===== src/rtl/mem_arbiter_if.sv =====
// Bus bundle for mem_arbiter: the fetch port, the data port and the downstream memory bus.
// The arbiter takes the master view; the core/fabric environment takes the slave view.
interface mem_arbiter_if;
  logic        i_valid;
  logic [31:0] i_addr;
  logic [31:0] i_rdata;
  logic        i_ready;
  logic        i_error;

  logic        d_valid;
  logic [31:0] d_addr;
  logic [31:0] d_wdata;
  logic [3:0]  d_wstrb;
  logic [31:0] d_rdata;
  logic        d_ready;
  logic        d_error;

  logic        m_valid;
  logic        m_instr;
  logic [31:0] m_addr;
  logic [31:0] m_wdata;
  logic [3:0]  m_wstrb;
  logic [4:0]  m_sel;
  logic [31:0] m_rdata;
  logic        m_ready;

  modport master (
    input  i_valid, i_addr, d_valid, d_addr, d_wdata, d_wstrb, m_rdata, m_ready,
    output i_rdata, i_ready, i_error, d_rdata, d_ready, d_error,
           m_valid, m_instr, m_addr, m_wdata, m_wstrb, m_sel
  );

  modport slave (
    output i_valid, i_addr, d_valid, d_addr, d_wdata, d_wstrb, m_rdata, m_ready,
    input  i_rdata, i_ready, i_error, d_rdata, d_ready, d_error,
           m_valid, m_instr, m_addr, m_wdata, m_wstrb, m_sel
  );
endinterface


===== src/rtl/mem_arbiter.sv =====
// Fetch/data arbiter with region decode onto a single memory bus; unmapped accesses error locally.
// Optional macro ARBITER_ROUND_ROBIN_EN alternates priority on contested grants.
//
// state | meaning
// IDLE  | pick a pending requester, latch and decode its access
// ISSUE | one-cycle m_valid pulse downstream
// WAIT  | hold the transaction until m_ready, forward m_rdata to the requester
// ERR   | unmapped address: return ready+error, no downstream access
module mem_arbiter #(
  parameter logic [31:0] ROM_BASE   = 32'h0,
  parameter logic [31:0] ROM_TOP    = 32'h80,
  parameter logic [31:0] UART_BASE  = 32'h1000000,
  parameter logic [31:0] UART_TOP   = 32'h1000004,
  parameter logic [31:0] CLINT_BASE = 32'h2000000,
  parameter logic [31:0] CLINT_TOP  = 32'h200C000,
  parameter logic [31:0] CLIC_BASE  = 32'h3000000,
  parameter logic [31:0] CLIC_TOP   = 32'h3005000,
  parameter logic [31:0] RAM_BASE   = 32'h80000000,
  parameter logic [31:0] RAM_TOP    = 32'h90000000
) (
  input  logic          clock,
  input  logic          reset,
  mem_arbiter_if.master bus
);

  typedef enum logic [1:0] {IDLE, ISSUE, WAIT, ERR} state_t;

  state_t state, state_nxt;

  logic        i_pend;
  logic [31:0] i_addr_q;
  logic        d_pend;
  logic [31:0] d_addr_q;
  logic [31:0] d_wdata_q;
  logic [3:0]  d_wstrb_q;

  logic        i_req, d_req, contested, fetch_first;
  logic        grant_i, grant_d;
  logic [31:0] req_addr, req_wdata;
  logic [3:0]  req_wstrb;
  logic [4:0]  req_sel;

  logic        t_instr;
  logic [31:0] t_addr, t_wdata;
  logic [3:0]  t_wstrb;
  logic [4:0]  t_sel;

  logic        wait_done, err_done;

  // Offset compare gives base <= a < top with a single unsigned compare per window.
  function automatic logic in_win(input logic [31:0] a, input logic [31:0] base,
                                  input logic [31:0] top);
    logic [31:0] off, span;
    off    = a - base;
    span   = top - base;
    in_win = (off < span);
  endfunction

  function automatic logic [4:0] decode(input logic [31:0] a);
    logic [4:0] sel;
    sel = 5'b0;
    if      (in_win(a, ROM_BASE,   ROM_TOP))   sel = 5'b00001;
    else if (in_win(a, UART_BASE,  UART_TOP))  sel = 5'b00010;
    else if (in_win(a, CLINT_BASE, CLINT_TOP)) sel = 5'b00100;
    else if (in_win(a, CLIC_BASE,  CLIC_TOP))  sel = 5'b01000;
    else if (in_win(a, RAM_BASE,   RAM_TOP))   sel = 5'b10000;
    decode = sel;
  endfunction

`ifdef ARBITER_ROUND_ROBIN_EN
  logic last_d;

  always_ff @(posedge clock) begin
    if (reset) begin
      last_d <= 1'b0;
    end else if (contested) begin
      last_d <= grant_d;
    end
  end

  assign fetch_first = last_d;
`else
  assign fetch_first = 1'b0;
`endif

  // A request pulse arriving in IDLE is granted in the same cycle without touching its slot.
  always_comb begin
    i_req     = i_pend | bus.i_valid;
    d_req     = d_pend | bus.d_valid;
    contested = (state == IDLE) && i_req && d_req;
    grant_i   = 1'b0;
    grant_d   = 1'b0;
    if (state == IDLE) begin
      if (contested) begin
        grant_i = fetch_first;
        grant_d = !fetch_first;
      end else begin
        grant_i = i_req;
        grant_d = d_req;
      end
    end
  end

  always_comb begin
    req_addr  = i_pend ? i_addr_q : bus.i_addr;
    req_wdata = 32'h0;
    req_wstrb = 4'h0;
    if (grant_d) begin
      req_addr  = d_pend ? d_addr_q  : bus.d_addr;
      req_wdata = d_pend ? d_wdata_q : bus.d_wdata;
      req_wstrb = d_pend ? d_wstrb_q : bus.d_wstrb;
    end
    req_sel = decode(req_addr);
  end

  always_comb begin
    state_nxt = state;
    case (state)
      IDLE:    if (grant_i || grant_d) state_nxt = (req_sel != 5'b0) ? ISSUE : ERR;
      ISSUE:   state_nxt = WAIT;
      WAIT:    if (bus.m_ready) state_nxt = IDLE;
      ERR:     state_nxt = IDLE;
      default: state_nxt = IDLE;
    endcase
  end

  always_ff @(posedge clock) begin
    if (reset) begin
      state <= IDLE;
    end else begin
      state <= state_nxt;
    end
  end

  always_ff @(posedge clock) begin
    if (reset) begin
      i_pend    <= 1'b0;
      i_addr_q  <= 32'h0;
      d_pend    <= 1'b0;
      d_addr_q  <= 32'h0;
      d_wdata_q <= 32'h0;
      d_wstrb_q <= 4'h0;
    end else begin
      if (grant_i) begin
        i_pend <= 1'b0;
      end else if (bus.i_valid) begin
        i_pend   <= 1'b1;
        i_addr_q <= bus.i_addr;
      end
      if (grant_d) begin
        d_pend <= 1'b0;
      end else if (bus.d_valid) begin
        d_pend    <= 1'b1;
        d_addr_q  <= bus.d_addr;
        d_wdata_q <= bus.d_wdata;
        d_wstrb_q <= bus.d_wstrb;
      end
    end
  end

  always_ff @(posedge clock) begin
    if (reset) begin
      t_instr <= 1'b0;
      t_addr  <= 32'h0;
      t_wdata <= 32'h0;
      t_wstrb <= 4'h0;
      t_sel   <= 5'b0;
    end else if (grant_i || grant_d) begin
      t_instr <= grant_i;
      t_addr  <= req_addr;
      t_wdata <= req_wdata;
      t_wstrb <= req_wstrb;
      t_sel   <= req_sel;
    end
  end

  // Pulses are gated by reset so a cycle with reset high never reports activity.
  always_comb begin
    wait_done   = (state == WAIT) && bus.m_ready && !reset;
    err_done    = (state == ERR) && !reset;

    bus.m_valid = (state == ISSUE) && !reset;
    bus.m_instr = t_instr;
    bus.m_addr  = t_addr;
    bus.m_wdata = t_wdata;
    bus.m_wstrb = t_wstrb;
    bus.m_sel   = t_sel;

    bus.i_ready = t_instr && (wait_done || err_done);
    bus.i_error = t_instr && err_done;
    bus.i_rdata = (t_instr && wait_done) ? bus.m_rdata : 32'h0;

    bus.d_ready = !t_instr && (wait_done || err_done);
    bus.d_error = !t_instr && err_done;
    bus.d_rdata = (!t_instr && wait_done) ? bus.m_rdata : 32'h0;
  end

endmodule


===== src/flat_wrapper.sv =====
// flat-port wrapper written by rule: the top's interface ports become plain ports
module mem_arbiter_flat 
#(
  parameter logic [31:0] ROM_BASE   = 32'h0,
  parameter logic [31:0] ROM_TOP    = 32'h80,
  parameter logic [31:0] UART_BASE  = 32'h1000000,
  parameter logic [31:0] UART_TOP   = 32'h1000004,
  parameter logic [31:0] CLINT_BASE = 32'h2000000,
  parameter logic [31:0] CLINT_TOP  = 32'h200C000,
  parameter logic [31:0] CLIC_BASE  = 32'h3000000,
  parameter logic [31:0] CLIC_TOP   = 32'h3005000,
  parameter logic [31:0] RAM_BASE   = 32'h80000000,
  parameter logic [31:0] RAM_TOP    = 32'h90000000
)
  (clock, reset, bus_i_valid, bus_i_addr, bus_d_valid, bus_d_addr, bus_d_wdata, bus_d_wstrb, bus_m_rdata, bus_m_ready, bus_i_rdata, bus_i_ready, bus_i_error, bus_d_rdata, bus_d_ready, bus_d_error, bus_m_valid, bus_m_instr, bus_m_addr, bus_m_wdata, bus_m_wstrb, bus_m_sel);
  mem_arbiter_if bus_i ();
  input  logic clock;
  input  logic reset;
  input wire logic [$bits(bus_i.i_valid)-1:0] bus_i_valid;
  input wire logic [$bits(bus_i.i_addr)-1:0] bus_i_addr;
  input wire logic [$bits(bus_i.d_valid)-1:0] bus_d_valid;
  input wire logic [$bits(bus_i.d_addr)-1:0] bus_d_addr;
  input wire logic [$bits(bus_i.d_wdata)-1:0] bus_d_wdata;
  input wire logic [$bits(bus_i.d_wstrb)-1:0] bus_d_wstrb;
  input wire logic [$bits(bus_i.m_rdata)-1:0] bus_m_rdata;
  input wire logic [$bits(bus_i.m_ready)-1:0] bus_m_ready;
  output wire logic [$bits(bus_i.i_rdata)-1:0] bus_i_rdata;
  output wire logic [$bits(bus_i.i_ready)-1:0] bus_i_ready;
  output wire logic [$bits(bus_i.i_error)-1:0] bus_i_error;
  output wire logic [$bits(bus_i.d_rdata)-1:0] bus_d_rdata;
  output wire logic [$bits(bus_i.d_ready)-1:0] bus_d_ready;
  output wire logic [$bits(bus_i.d_error)-1:0] bus_d_error;
  output wire logic [$bits(bus_i.m_valid)-1:0] bus_m_valid;
  output wire logic [$bits(bus_i.m_instr)-1:0] bus_m_instr;
  output wire logic [$bits(bus_i.m_addr)-1:0] bus_m_addr;
  output wire logic [$bits(bus_i.m_wdata)-1:0] bus_m_wdata;
  output wire logic [$bits(bus_i.m_wstrb)-1:0] bus_m_wstrb;
  output wire logic [$bits(bus_i.m_sel)-1:0] bus_m_sel;
  assign bus_i.i_valid = bus_i_valid;
  assign bus_i.i_addr = bus_i_addr;
  assign bus_i.d_valid = bus_d_valid;
  assign bus_i.d_addr = bus_d_addr;
  assign bus_i.d_wdata = bus_d_wdata;
  assign bus_i.d_wstrb = bus_d_wstrb;
  assign bus_i.m_rdata = bus_m_rdata;
  assign bus_i.m_ready = bus_m_ready;
  assign bus_i_rdata = bus_i.i_rdata;
  assign bus_i_ready = bus_i.i_ready;
  assign bus_i_error = bus_i.i_error;
  assign bus_d_rdata = bus_i.d_rdata;
  assign bus_d_ready = bus_i.d_ready;
  assign bus_d_error = bus_i.d_error;
  assign bus_m_valid = bus_i.m_valid;
  assign bus_m_instr = bus_i.m_instr;
  assign bus_m_addr = bus_i.m_addr;
  assign bus_m_wdata = bus_i.m_wdata;
  assign bus_m_wstrb = bus_i.m_wstrb;
  assign bus_m_sel = bus_i.m_sel;
  mem_arbiter #(.ROM_BASE(ROM_BASE), .ROM_TOP(ROM_TOP), .UART_BASE(UART_BASE), .UART_TOP(UART_TOP), .CLINT_BASE(CLINT_BASE), .CLINT_TOP(CLINT_TOP), .CLIC_BASE(CLIC_BASE), .CLIC_TOP(CLIC_TOP), .RAM_BASE(RAM_BASE), .RAM_TOP(RAM_TOP)) u_core (.clock(clock), .reset(reset), .bus(bus_i));
endmodule

===== config.mk =====
export PLATFORM = sky130hd
export DESIGN_NAME = mem_arbiter_flat
export DESIGN_NICKNAME = d
export VERILOG_FILES = /design/src/rtl/mem_arbiter_if.sv /design/src/rtl/mem_arbiter.sv /design/src/flat_wrapper.sv
export SDC_FILE = /design/constraint.sdc
export NUM_CORES = 1
export LEC_CHECK = 0
export CAP_MARGIN = 20
export CORE_ASPECT_RATIO = 1.1
export CORE_MARGIN = 2
export CORE_UTILIZATION = 35
export DETAILED_ROUTE_END_ITERATION = 8
export HOLD_SLACK_MARGIN = 0.15
export PLACE_DENSITY = 0.74
export SYNTH_ARGS = -nofsm -noshare
export SYNTH_HDL_FRONTEND = slang
export SYNTH_SLANG_ARGS = --single-unit

===== constraint.sdc =====
create_clock -name clock -period 2.4 [get_ports clock]
set_clock_uncertainty 0.05 [all_clocks]
set_input_delay 0.24 -clock clock [delete_from_list [all_inputs] [get_ports clock]]
set_output_delay 0.24 -clock clock [all_outputs]
set_load 0.05 [all_outputs]

==> results by stage <==
STA:
- The max-slew violation count is 0.
- Final hold analysis gives a worst-case slack of 0.325 ns.
- Headroom to the max-slew limit came out at 55.0%.
- The setup total negative slack is 0 ns.
- Setup repair after global routing could not meet its margin everywhere.
- The number of hold-slack violations in the final timing report is 0.
- Of the available clock period, the critical path in the final layout requires between 90 and 100%.
- The actual transition at the worst max-transition pin is 0.675 ns.
- The final critical-path required period is 2.40 ns.
- Setup violations remaining at the end of the flow were counted as 0.
- The achievable frequency is ~420 MHz.

Clocking:
- Clock-pin slew was measured on the worst setup and hold paths at roughly 0.070 ns.
- The insertion delay to the later sink of the worst-skew pair is 0.44 ns.
- The maximum root-to-sink buffer count is 2.
- The number of buffers inserted during clock tree synthesis is 17.
- TritonCTS built the clock tree.
- The quantity of hold-fixing buffers added after cts is 0.
- The CTS sink count is between 150 and 200.
- Clock tree synthesis selected as its root buffer the cell clkbuf_16.
- The number of H-tree branching levels is 4.

Synth:
- The number of flops mapped to enable cells by yosys is 0.
- The cell count after synthesis is between 1k and 1.5k.
- The Yosys step of the flow raised 0 warnings.
- The number of nets in the synthesized netlist is 1263.
- The average instance area after synthesis is 7.68 um2.
- In the synthesized netlist the dominant register cell turns out to be dfxtp_1.
- After synthesis, the share of flip-flops with an asynchronous set or reset is 0%.
- The post-synthesis cell type count is 57.
- The post-synthesis instance area is 0.00863 mm2.
- The sequential area share after synthesis is 41.3%.
- After synthesis the netlist holds a flip-flop and latch count of roughly 180.

Die:
- The total number of placement rows is 60.
- The I/O pin count is 280.
- The starting density of the core is a little over a third.
- The die outline area is 0.0259 mm2.
- From bottom edge to top edge, the die measures 169 um.
- The region available for standard cell placement spans 0.0243 mm2.
- The die width is around 150 um.

Final layout:
- The layout has between 2k and 2.5k filler cells.
- 0 antenna diodes ended up in the layout.
- From synthesis to final layout, the design area changed by 61.9%.
- After the last flow step, the layout net total stands at approximately 1.6k.
- In the final layout, the multi-input gates occupy 0.00500 mm2.
- The area taken by flip-flops and latches is between 0.003 and 0.004 mm2.
- Cells with a size suffix above 1 make up 19.5% of the layout.
- The final cell count without fillers is 1763.

GRT:
- The global-route track usage on met3 is 5.35%.
- The met2 layer usage reported by global route is approximately 38%.
- The met1 usage in global routing is 28.3%.
- The total routing resource utilization after global routing is between 20% and 30%.
- The first global-routing pass estimated 46400 um of wire.
- The initial antenna violation count is 0.
- The layer with the highest usage after global routing is met2.
- Summed over all layers, the global routing overflow is 0.
- The number of global-route vias before repair is 8536.
- The largest net degree at the start of global routing is 69.

Power and ir drop:
- The peak supply drop is 0.473 mV.
- The post-layout total power is 12700 uW.
- For this design the static power due to leakage is 0.00526 uW.
- Power spread over the standard cell area amounts to 905 mW/mm2.

Placed design:
- The placed instance count is 1722.
- The detailed placer's ending HPWL is between 20000 and 25000 um.
- Routability-driven placement finished with a final weighted congestion of 0.929.
- The count of port buffers added during placement is 279.

Drt:
- The total vias in the final route is approximately 9k.
- The per-cell routed wire length is 17.6 um.
- The number of DRC markers in iteration 0 is between 600 and 700.
- The remaining number of nets flagged by the antenna check after routing is 0.
- Before antenna repair, the detailed router went through 5 iterations.
- The mean number of vias per cell is between 5 and 6.
- After detailed routing, the total wire length is 30900 um.
- For this run, design rule violations remaining after detail routing come to 0.

Worst setup path:
- The critical path start-end classification is register to register.
- The worst setup path is launched from a register.
- Data on the critical path is required at its endpoint by 2.71 ns.
- The critical path endpoint category is a register.
- STA puts the critical path data arrival time at around 2.7 ns.
- In this run the worst path has a maximum fanout of 10.
- The worst register-to-register path begins at u_core.d_pend$_SDFFE_PP0P_.
- The launch point of the critical path is u_core.d_pend$_SDFFE_PP0P_.

Worst hold path:
- In this run the most critical hold path is launched from bus_d_wdata[0].
- The kind of path behind the tightest hold check is input port to register.

Status:
- The run finished with clean final reports.

Run:
- The total of max-cap violations is 0.
[layout by cell type (no fill, tap or decap), types with 4 or more instances in the layout]
cell	Yosys	final
nor2b_1	17	17
clkbuf_16	0	19
and2_1	66	56
buf_12	0	73
a211oi_1	7	6
clkdlybuf4s50_1	0	208
nor3b_1	7	6
o21ai_0	18	14
buf_4	0	93
nand3_1	31	29
mux2i_2	0	7
nand2_1	256	253
mux2_2	10	9
mux2i_1	77	68
a21oi_1	180	179
inv_6	0	4
and2_4	0	9
clkinvlp_4	0	5
o21ai_1	4	6
a221oi_2	1	4
nor3_1	9	8
buf_6	2	6
nand2b_1	4	4
dfxtp_1	178	174
nor2_1	99	97
nor2_4	0	4
or3_1	6	5
[area by class of cell]
| cell class | instances | area share (%) |
|---|---|---|
| multi-input combinational | 853 | 35.8 |
| tap | 310 | 2.78 |
| clock inverter | 14 | 0.922 |
| sequential | 178 | 25.6 |
| clock buffer | 18 | 3.07 |
| inverter | 3 | 0.0806 |
| timing repair buffer | 387 | 31.8 |
[state kept, by name, summed over array words and instances, names as in the netlist, 4 cells and up]
signal / count
u_core.bus.m_addr: 32
u_core.bus.m_wdata: 32
u_core.d_addr_q: 32
u_core.d_wdata_q: 32
u_core.i_addr_q: 32
u_core.bus.m_sel: 5
u_core.bus.m_wstrb: 4
u_core.d_wstrb_q: 4
[power by group]
group / switching (uW) / internal, uW
registers: 300 / 3450
clock network: 1270 / 1440
logic: 3680 / 2510
total: 5240 / 7410
[critical path, stage by stage, from the launching register on]
cell and delay (ns):
dfxtp_4 0.40, buf_6 0.15, buf_6 0.14, nor2b_1 0.19
a2111oi_4 0.05, buf_4 0.16, buf_4 0.15, nor3_4 0.21
o2111ai_2 0.15, or4_4 0.55, a21oi_2 0.12
[logic make-up (layout without fill, tap and decap cells)]
| group | after synthesis | after routing | share of synthesized area, % |
|---|---|---|---|
| AOI/OAI and AO/OA | 244 | 244 | 16.3 |
| DFF | 178 | 178 | 41.3 |
| and+or+nand+nor | 520 | 520 | 27.4 |
| adders and majority gates | 2 | 2 | 0.290 |
| buffers and inverters | 93 | 422 | 4.51 |
| muxes | 87 | 87 | 10.2 |
[worst paths after layout]
path | slack, ns | depth (start not counted) | endpoint
worst max-delay path | 0.002 | 10 | u_core.bus.m_sel[3]$_SDFFE_PP0P_
worst min-delay path | 0.33 | 3 | u_core.d_wdata_q[0]$_SDFFE_PP0P_
worst max register to register | 0.002 | 10 | u_core.bus.m_sel[3]$_SDFFE_PP0P_
worst min register to register | 0.40 | 2 | u_core.bus.m_addr[29]$_SDFFE_PP0P_
[cell usage after synthesis (3+ instances only)]
cell / number / share of area, %
mux2i_1: 77 / 8.9
buf_1: 9 / 0.39
a21oi_1: 180 / 10
nand2b_1: 4 / 0.29
nand3_1: 31 / 1.8
buf_2: 20 / 1.2
nand2_1: 256 / 11
or3_1: 6 / 0.43
a211oi_1: 7 / 0.61
a22oi_1: 3 / 0.26
clkbuf_1: 59 / 2.6
nor3_1: 9 / 0.52
nor2b_1: 17 / 1.2
a221oi_1: 4 / 0.41
o21ai_1: 4 / 0.23
o21ai_0: 18 / 1.0
nor2_1: 99 / 4.3
nand4_1: 3 / 0.22
inv_1: 3 / 0.13
nor3b_1: 7 / 0.61
o22ai_1: 3 / 0.22
mux2_2: 10 / 1.3
and2_1: 66 / 4.8
dfxtp_1: 178 / 41
[metal layers]
| layer | share of wire (%) | wire, um |
|---|---|---|
| met1 | 42 | 13000 |
| met2 | 48 | 14900 |
| met3 | 7.2 | 2230 |
| met4 | 2.8 | 870 |
| met5 | 0 | 0 |
[per-stage QoR]
| step | instance area [um2] | worst slack, ns | util, % |
|---|---|---|---|
| 3_5_place_dp | 13000 | -0.513 | 53.3 |
| 6_report | 14000 | 0.00226 | 57.5 |
| 3_3_place_gp | 13000 | -0.484 | 53.3 |
| 5_1_grt | 14000 | -0.0579 | 57.5 |
| 2_1_floorplan | 8650 | -0.0972 | - |
| 4_1_cts | 13500 | -0.0346 | 55.7 |
[timing repair]
action | CTS | global route
hold endpoints to repair | 0 | 0
buffers inserted | 0 | 7
endpoints found under the setup margin | 66 | 8
pin swaps | 0 | 21
gates resized for setup | 9 | 71
gates cloned | 0 | 2
Note: power is estimated with default switching activity, not from simulation.
==> patch, RTL diff (same flow settings) <==
Add a define of `ARBITER_ROUND_ROBIN_EN`.
--- a/src/rtl/mem_arbiter.sv
+++ b/src/rtl/mem_arbiter.sv
@@ -6,6 +6,8 @@
 // ISSUE | one-cycle m_valid pulse downstream
 // WAIT  | hold the transaction until m_ready, forward m_rdata to the requester
 // ERR   | unmapped address: return ready+error, no downstream access
+`define ARBITER_ROUND_ROBIN_EN
+
 module mem_arbiter #(
   parameter logic [31:0] ROM_BASE   = 32'h0,
   parameter logic [31:0] ROM_TOP    = 32'h80,
Formal check against the unedited RTL: not equivalent (Yosys sat finds a counterexample within 4 cycles, from zero or initial values and one cycle with reset high).
==> patch against the unedited design <==
The run now ends with negative setup slack left. Synthesized cell count shrank 2.9%. Combinational power grew 17%. Sequential cell count grew 1. Critical path depth shrank 1. Total power grew 11%. Design area shrank 2.5%. Non-clock buffer count shrank 18. Cell count shrank 2.6%. Area after synthesis shrank 0.87%. Worst setup slack lost 0.12 ns. Core utilization shrank 1.3 points. Routed wire length shrank 8.5%. Critical endpoint is now u_core.bus.m_sel[0]. First-iteration DRC count shrank 24%. Highest routed layer unchanged.
==> patch: results (changes against the unedited design) <==
- Antenna violations before repair: 3 (+3)
- Largest net degree at the start of global routing: 181 (+160%)
- Library cell contributing the largest single delay on the critical path: or4b_4
- Leakage power figure: 0.00516 uW (-2.1%)
- Total of endpoints with negative setup slack in the final report: 24 (+24)
- Sum of routed wire length over all layers: 28300 microns (-8.5%)
- Fillers: 2172 (+2.6%)
- Final worst-path setup slack: -0.121 ns (-0.123 ns)
- GPL Wtd Cong: 0.877 (-5.6%)
- Cell-internal power: 8110 uW (+9.5%)
- Peak ir drop on the vdd network: 0.000579 V (+22%)
- Largest driver fanout on the critical path: 5 (-5)
- Worst-case setup slack after placement: -0.621 ns (-0.108 ns)
- GR Util All Layers: 0.212 (-0.0113)
- Largest stage delay, worst path: 0.57 ns (+0.02 ns)
- Sequential element share of the synthesized area: 0.419 (+0.00596)
- Slew at the pin closest to its max-slew limit: 1.03 ns (+0.353 ns)
- Inst Count DP: 1679 (-2.5%)
- Worst endpoint data arrival time: 2.83 ns (+0.12 ns)
- Result of the run: finished with violations
- HPWL after DPL: 20800 microns (-5.7%)
- DR vias/cell: 5.03 (-2.4%)
- Synthesized net count: 1229 (-2.7%)
- Via count of the first global-routing pass: 8176 (-4.2%)
- Number of DRC markers in iteration 0: 504 (-24%)
- Global-route met2 utilization: 0.343 (-0.0362)
- Placed cell area: 12800 sq um (-1.1%)
- Violations in the final reports: negative setup slack
- Met1 Track Usage GR: 0.277 (-0.00553)
- Synthesized netlist cell count: 1091 (-2.9%)
[patch: cell type report]
cell class | instances | area [sq um] | share of cell area
Inverter | 1 | 3.75 | 0.000276
Antenna cell | 3 | 7.51 | 0.000551
Clock inverter | 13 | 173 | 0.0127
Clock buffer | 18 | 429 | 0.0315
Tap cell | 310 | 388 | 0.0285
Timing Repair Buffer | 369 | 4260 | 0.313
Sequential cell | 179 | 3590 | 0.264
Multi-Input combinational cell | 825 | 4770 | 0.350
[patch: path summary, 6_finish.rpt]
path | slack [ns] | from | to | cells past startpoint
setup / recovery | -0.12 | u_core.i_pend | u_core.bus.m_sel[0] | 9
hold / removal | 0.31 | reset | u_core.bus.m_instr | 3
setup reg to reg | -0.12 | u_core.i_pend | u_core.bus.m_sel[0] | 9
hold reg to reg | 0.40 | u_core.d_addr_q[31] | u_core.d_addr_q[31] | 2
[patch: kinds of logic after synthesis]
family,synth area share
buf+inv,0.0436
mux,0.140
simple gates,0.248
fa+ha+maj,0.00146
xor+xnor,0.00102
compound gates,0.148
flops,0.419
[patch: routing by layer]
metal,share of wire,up-vias
met1,0.43,4047
met3,0.062,35
li1,-,4318
met2,0.48,250
met4,0.021,0
met5,0,-
[patch: critical path: cells and delay by family, from the launching register on]
family	cells	cell delay, ns
and+or+nand+nor	4	1.39
buffers and inverters	2	0.32
DFF	1	0.33
muxes	1	0.13
AOI/OAI and AO/OA	2	0.24
[patch: through the flow]
stage / setup TNS, ns / util
after global placement: -17.86 / 0.528
after global routing: -6.49 / 0.562
final: -0.532 / 0.562
after CTS: -1.31 / 0.558
after floorplan: -0.0728 / -
after detailed placement: -22.15 / 0.528
[patch: power by group through the flow]
stage	clock network [uW]	logic [uW]	registers (uW)
after floorplan	0	3090	5250
after global placement	0	6900	4050
after detailed placement	0	6960	4070
after CTS	2900	7150	4020
after global routing	3030	7720	4090
final	2840	7240	4020
[patch: timing repair]
action / CTS / global route
gates resized for setup: 23 / 14
cloned: 1 / 0
setup buffers: 3 / 1
endpoints found under the setup margin: 70 / 70
hold buffers: 0 / 0
pin swaps: 10 / 12
